===== src/rtl/cpu_run_ctrl_pkg.sv =====
// Shared definitions for the CPU execution controller.
// Holds the run-state encoding that also drives the mode LEDs.
// Imported by the controller top and its sub-modules.
package cpu_run_ctrl_pkg;

  typedef enum logic [1:0] {
    RUN_S_IDLE = 2'b00,
    RUN_S_RUN  = 2'b01,
    RUN_S_HALT = 2'b10
  } run_state_e;

endpackage


===== src/rtl/cpu_run_ctrl_key_debounce.sv =====
// Key conditioner: 2-FF synchronizer, debounce counter, press detector.
// Latency: press fires DEBOUNCE_CYCLES+1 clk after the key first reads low.
// No backpressure: press is a 1-clk pulse on the debounced 1->0 edge only.
module key_debounce #(
  parameter int DEBOUNCE_CYCLES = 1000000
) (
  input  logic clk,
  input  logic rst,
  input  logic key_n,
  output logic press
);

  localparam int CW = $clog2(DEBOUNCE_CYCLES + 1);
  localparam logic [CW-1:0] CNT_LAST = CW'(DEBOUNCE_CYCLES - 1);

  logic          sync1_q;
  logic          sync2_q;
  logic          stable_q;
  logic          stable_d;
  logic [CW-1:0] cnt_q;
  logic [CW-1:0] cnt_d;

  // Count consecutive samples that disagree with the accepted level.
  always_comb begin
    cnt_d    = cnt_q;
    stable_d = stable_q;
    if (sync2_q == stable_q) begin
      cnt_d = '0;
    end else if (cnt_q == CNT_LAST) begin
      cnt_d    = '0;
      stable_d = sync2_q;
    end else begin
      cnt_d = cnt_q + CW'(1);
    end
  end

  // Synchronizer and debounce state; released key is the reset level.
  always_ff @(posedge clk) begin
    if (rst) begin
      sync1_q  <= 1'b1;
      sync2_q  <= 1'b1;
      stable_q <= 1'b1;
      cnt_q    <= '0;
    end else begin
      sync1_q  <= key_n;
      sync2_q  <= sync1_q;
      stable_q <= stable_d;
      cnt_q    <= cnt_d;
    end
  end

  assign press = stable_q & ~stable_d;

endmodule


===== src/rtl/cpu_run_ctrl.sv =====
// Execution controller: step/run keys and CPU halt -> single-cycle cpu_ce pulses.
// Latency: cpu_ce is registered, one clk after a press or divider terminal count.
// No backpressure: halt_req freezes cpu_ce until rst; keys are ignored while halted.
module cpu_run_ctrl
  import cpu_run_ctrl_pkg::*;
#(
  parameter int DEBOUNCE_CYCLES = 1000000,
  parameter int RUN_DIV         = 5000000,
  parameter int CNT_W           = 16
) (
  input  logic             clk,
  input  logic             rst,
  input  logic             step_key,
  input  logic             run_key,
  input  logic             halt_req,
  output logic             cpu_ce,
  output logic [1:0]       mode,
  output logic [CNT_W-1:0] step_count
);

  localparam int DW = $clog2(RUN_DIV);
  localparam logic [DW-1:0] DIV_LAST = DW'(RUN_DIV - 1);

  logic             step_press;
  logic             run_press;
  run_state_e       state_q;
  run_state_e       state_d;
  logic [DW-1:0]    div_q;
  logic [DW-1:0]    div_d;
  logic             ce_q;
  logic             ce_d;
  logic [CNT_W-1:0] cnt_q;

  key_debounce #(.DEBOUNCE_CYCLES(DEBOUNCE_CYCLES)) u_step_db (
    .clk   (clk),
    .rst   (rst),
    .key_n (step_key),
    .press (step_press)
  );

  key_debounce #(.DEBOUNCE_CYCLES(DEBOUNCE_CYCLES)) u_run_db (
    .clk   (clk),
    .rst   (rst),
    .key_n (run_key),
    .press (run_press)
  );

  // Next state: halt beats run press, run press beats step press and divider tick.
  always_comb begin
    state_d = state_q;
    div_d   = div_q;
    ce_d    = 1'b0;
    case (state_q)
      RUN_S_IDLE: begin
        if (halt_req) begin
          state_d = RUN_S_HALT;
        end else if (run_press) begin
          state_d = RUN_S_RUN;
          div_d   = '0;
        end else if (step_press) begin
          ce_d = 1'b1;
        end
      end
      RUN_S_RUN: begin
        if (halt_req) begin
          state_d = RUN_S_HALT;
        end else if (run_press) begin
          state_d = RUN_S_IDLE;
          div_d   = '0;
        end else if (div_q == DIV_LAST) begin
          div_d = '0;
          ce_d  = 1'b1;
        end else begin
          div_d = div_q + DW'(1);
        end
      end
      RUN_S_HALT: begin
        state_d = RUN_S_HALT;
      end
      default: begin
        state_d = RUN_S_IDLE;
        div_d   = '0;
      end
    endcase
  end

  // State, divider, registered enable and executed-step counter.
  always_ff @(posedge clk) begin
    if (rst) begin
      state_q <= RUN_S_IDLE;
      div_q   <= '0;
      ce_q    <= 1'b0;
      cnt_q   <= '0;
    end else begin
      state_q <= state_d;
      div_q   <= div_d;
      ce_q    <= ce_d;
      if (ce_q) begin
        cnt_q <= cnt_q + CNT_W'(1);
      end
    end
  end

  assign cpu_ce     = ce_q;
  assign mode       = state_q;
  assign step_count = cnt_q;

endmodule


===== config.mk =====
export PLATFORM = sky130hd
export DESIGN_NAME = cpu_run_ctrl
export DESIGN_NICKNAME = d
export VERILOG_FILES = /design/src/rtl/cpu_run_ctrl_pkg.sv /design/src/rtl/cpu_run_ctrl_key_debounce.sv /design/src/rtl/cpu_run_ctrl.sv
export SDC_FILE = /design/constraint.sdc
export NUM_CORES = 1
export LEC_CHECK = 0
export CAP_MARGIN = 10
export CORE_MARGIN = 2
export CORE_UTILIZATION = 50
export DETAILED_ROUTE_END_ITERATION = 7
export GPL_TIMING_DRIVEN = 0
export PLACE_DENSITY = 0.69
export SLEW_MARGIN = 30
export SYNTH_ARGS = -nofsm -noshare
export SYNTH_HDL_FRONTEND = slang
export SYNTH_SLANG_ARGS = --single-unit

===== constraint.sdc =====
create_clock -name clk -period 4.4 [get_ports clk]
set_input_delay 1.1 -clock clk [delete_from_list [all_inputs] [get_ports clk]]
set_output_delay 1.1 -clock clk [all_outputs]
set_load 0.01 [all_outputs]

==> summary by stage <==
Power
The net switching component of the power is 0.302 mW. VDD sags by at most 0.221 mV. The post-layout total power is 1.51 mW. The cell leakage power is 1.41 nW.

The share of total power dissipated in sequential elements is 0.532. Cell internal power was estimated by the tool at 1.20 mW. The proportion of total power due to net switching is 0.201. The share of total power dissipated in the clock network is 0.453.

For this design the ratio of total power to cell area is 340 nW/um^2. The share of total power dissipated in combinational logic is 0.015.

Floorplan
The number of ports placed on the die boundary is 24. The initial utilization of the core area, before any placement, comes to 0.523. The die is 91.6 um tall. The floorplan has 31 rows. The floorplan step defined a die boundary enclosing 8390 sq um. Measured along the x axis, the die boundary spans 91.6 um. The area of the core is 7330 sq um.

Setup path
The worst register-to-register path begins at u_run_db.cnt_q[0]. The highest fanout seen on the critical path is 10. The end of the worst register-to-register path is div_q[16]. The kind of start point of the critical path is an input port. The critical path in this run is classified as input port to flop. The worst endpoint required time is 4.68 ns. The setup check on the worst reg-to-reg path leaves a slack of 1.69 ns.

The data arrival time of the critical path is 3.24 ns. The worst setup path is captured at a flop. The number of cells on the worst reg-to-reg path is 8.

Synthesis
The post-synthesis average cell area is 8.78 sq um. Counting flops and latches in the post-synthesis netlist gives 88. The mapped netlist covers 3840 sq um. In the synthesized netlist, the cells that appear most often are 88 x dfxtp_1, 82 x nor2_1, 35 x xnor2_1. The cell type with the highest aggregate area in the netlist is dfxtp_1.

The post-synthesis cell count is 437. By area the synthesized netlist is led by dfxtp_1 46%, nor2_1 8.0%, xnor2_1 8.0%, xor2_1 7.1%, nand3_1 3.7%. For this run, asynchronously set or reset flops after synthesis account for 0. For this run, the leading register cell type out of synthesis is dfxtp_1. The number of unique standard cell types used by synthesis is 40.

The most common cell in the synthesized netlist is dfxtp_1. Of the synthesized area, sequential elements account for 0.459. The net count of the mapped netlist is 446. Counting flops with a built-in enable in the synthesized netlist gives 0. The Yosys warning count is 0. The proportion of netlist area held by the largest area contributor is 0.459.

Clock tree
The worst-skew pair later-pin latency is 0.35 ns. The TritonCTS clock tree is built. Counting the buffers created by CTS gives 9.

The CTS root buffer is clkbuf_8. The CTS H-tree depth is 3. The clock drives 88 sinks. Counting along the longest clock path gives a buffer depth of 2. The clock edge transition at the registers on the reported setup and hold paths is 0.09 ns. The hold buffer count at cts is 0. Once the clock tree was built, the setup fixing pass inserted 0 buffers.

Gates resized during post-CTS repair numbered 0.

Timing
The max-slew violation count is 0. The transition at the pin with the smallest max-transition slack is 0.787 ns. In the finished design, the share of the clock period the worst path needs comes to 0.672. Setup violations remaining at the end of the flow were counted as 0.

The relative max-transition margin is 0.468. Setup total negative slack on the finished layout was measured at 0 ns. Setup repair after global routing left no endpoint under its margin. On the final layout, the worst hold slack is 0.430 ns. The worst-case clock skew is 0.0113 ns. The maximum clock frequency is 338 MHz. The worst path in the final design needs a cycle of 2.96 ns, including I/O delays and setup.

The number of hold violations in the final report is 0.

Layout
The repair_antennas step left the layout with diodes totalling 0. The share of the core filled with cells is 0.605. The number of fill cells in the layout is 620. The layout net count is 479.

Of the cells placed in the final design, the portion with a size suffix greater than 1 is 0.0632. The area growth from synthesis to layout is 15.6%.

Worst hold path
Along the worst hold path, the cell count comes to 1. The path class of the tightest hold or removal check is flop to flop. The origin of the worst min-delay path is u_run_db.sync1_q. The worst-case hold path end point is u_run_db.sync2_q.

Global route
The layer flagged by global routing as most heavily used is met2. In the global route stage, met1 resource usage came out at 0.229. The via count of the first global-routing pass is 2851. The met2 layer usage reported by global route is 0.296. In the global route stage, met3 resource usage came out at 0.0523. The number of antenna violations at the first check in global routing is 0.

The first global-routing pass estimated 12.5 mm of wire. Across every metal layer, demand over resource in global routing totals 0.181. For this run the aggregate overflow at the end of global routing stands at 0. The largest net degree at the start of global routing is 16.

Placed design
The count of buffers inserted at the top-level ports is 22. Detailed placement finished with a half-perimeter wire length of 5.00 mm. At the end of routability-driven placement, the weighted congestion stood at 0.858.

Route
In the routed layout, each cell is associated on average with a via count of 5.26. The number of nets with antenna violations after routing is 0. The DRC marker count from the first detailed-route iteration is 109. The via count is 3019. Dividing the detail-routed wire length by the instance count gives 12.4 um. The final routed wirelength across all metal layers is 7.13 mm. The number of iterations in the first detailed-routing pass is 5. In the routed design, unresolved DRC markers number 0.

Run
The max-capacitance violation count is 0.

Status
The flow ran to the end, and the final reports show no timing, DRC or antenna violations.
-- critical path, cell delays in order --
cell and delay (ns):
clkdlybuf4s50_1 0.44, or4b_1 0.47, o31a_1 0.41, buf_4 0.23, nor2_1 0.25, nand4b_1 0.13, a31oi_1 0.19
-- flip-flops by register name, summed over array words and instances, names as in the netlist --
name / count
u_step_db.sync2_q: 1
u_run_db.sync2_q: 1
u_run_db.stable_q: 1
u_step_db.stable_q: 1
cpu_ce: 1
step_count: 16
u_step_db.cnt_q: 20
u_run_db.sync1_q: 1
div_q: 23
u_run_db.cnt_q: 20
mode: 2
u_step_db.sync1_q: 1
-- final cells by class --
| class | count | area (sq um) | share of cell area |
|---|---|---|---|
| Tap cell | 99 | 124 | 0.0279 |
| Buffer | 11 | 48.8 | 0.0110 |
| Clock buffer | 10 | 138 | 0.0310 |
| Multi-Input combinational cell | 332 | 2000 | 0.452 |
| Clock inverter | 6 | 115 | 0.0260 |
| Sequential cell | 88 | 1760 | 0.397 |
| Timing Repair Buffer | 22 | 220 | 0.0497 |
| Inverter | 6 | 22.5 | 0.00508 |
-- layer usage --
metal  vias up  part of all wire
met4         0             0.012
met5         -                 0
met1      1408              0.49
met3         8             0.044
li1       1557                 -
met2        46              0.46
-- through the flow --
step	instances	area, sq um	setup slack [ns]
finish	574	4430	1.44
global route	574	4430	1.31
CTS	574	4430	1.47
detailed placement	558	4180	1.10
global placement	558	4180	1.09
floorplan	437	3840	1.73
-- cell families (layout without fill, tap and decap cells) --
| kind of cell | after synthesis | after routing | share of synthesized area |
|---|---|---|---|
| simple gates | 233 | 233 | 0.314 |
| flops | 88 | 88 | 0.459 |
| xor+xnor | 66 | 66 | 0.151 |
| compound gates | 27 | 27 | 0.0388 |
| buf+inv | 17 | 55 | 0.0186 |
| fa+ha+maj | 4 | 4 | 0.0130 |
| mux | 2 | 2 | 0.00522 |
-- power groups by stage --
stage | registers [mW] | logic, mW | clock network, mW
2_1_floorplan | 0.820 | 0.0131 | 0
3_3_place_gp | 0.820 | 0.0223 | 0
3_5_place_dp | 0.820 | 0.0227 | 0
4_1_cts | 0.801 | 0.0228 | 0.703
5_1_grt | 0.802 | 0.0250 | 0.733
6_report | 0.801 | 0.0223 | 0.681
-- cells in the final DEF, fill, tap and decap left out, types with 2 or more instances in the layout --
cell             Yosys  final
nor4b_2              2      2
dfxtp_1             88     88
a21oi_1             12     12
nor3b_1              2      2
nand2b_1             4      4
o21ai_1              2      2
clkbuf_1             7      7
ha_1                 4      4
nand2_1             30     30
nor2_1              82     82
or2_2                4      4
clkdlybuf4s50_1      0     22
nor3_1              13     13
mux2i_1              2      2
or3_1               11     11
xor2_1              31     31
inv_1                6      6
nand3b_1             2      2
o21ai_0              8      8
nor4_1               4      4
bufinv_16            0      3
nor4_2               3      3
nor2b_1              3      3
clkbuf_8             0     10
nand4_1             13     13
nand4b_1             2      2
xnor2_1             35     35
nand3_1             28     28
nor4b_1              6      6
and3_1              16     16
buf_2                3      3
and2_1               2      2
nor4bb_1             2      2
-- worst max path at each step --
stage             start         to  slack, ns  depth (start not counted)
6_report       halt_req  div_q[15]       1.44                          7
5_1_grt        halt_req  div_q[15]       1.31                          7
4_1_cts        halt_req  div_q[15]       1.47                          7
3_5_place_dp   halt_req  div_q[16]       1.10                          6
3_3_place_gp   halt_req  div_q[15]       1.09                          7
2_1_floorplan  halt_req  div_q[13]       1.73                          6
Note: power is estimated with default switching activity, not from simulation.
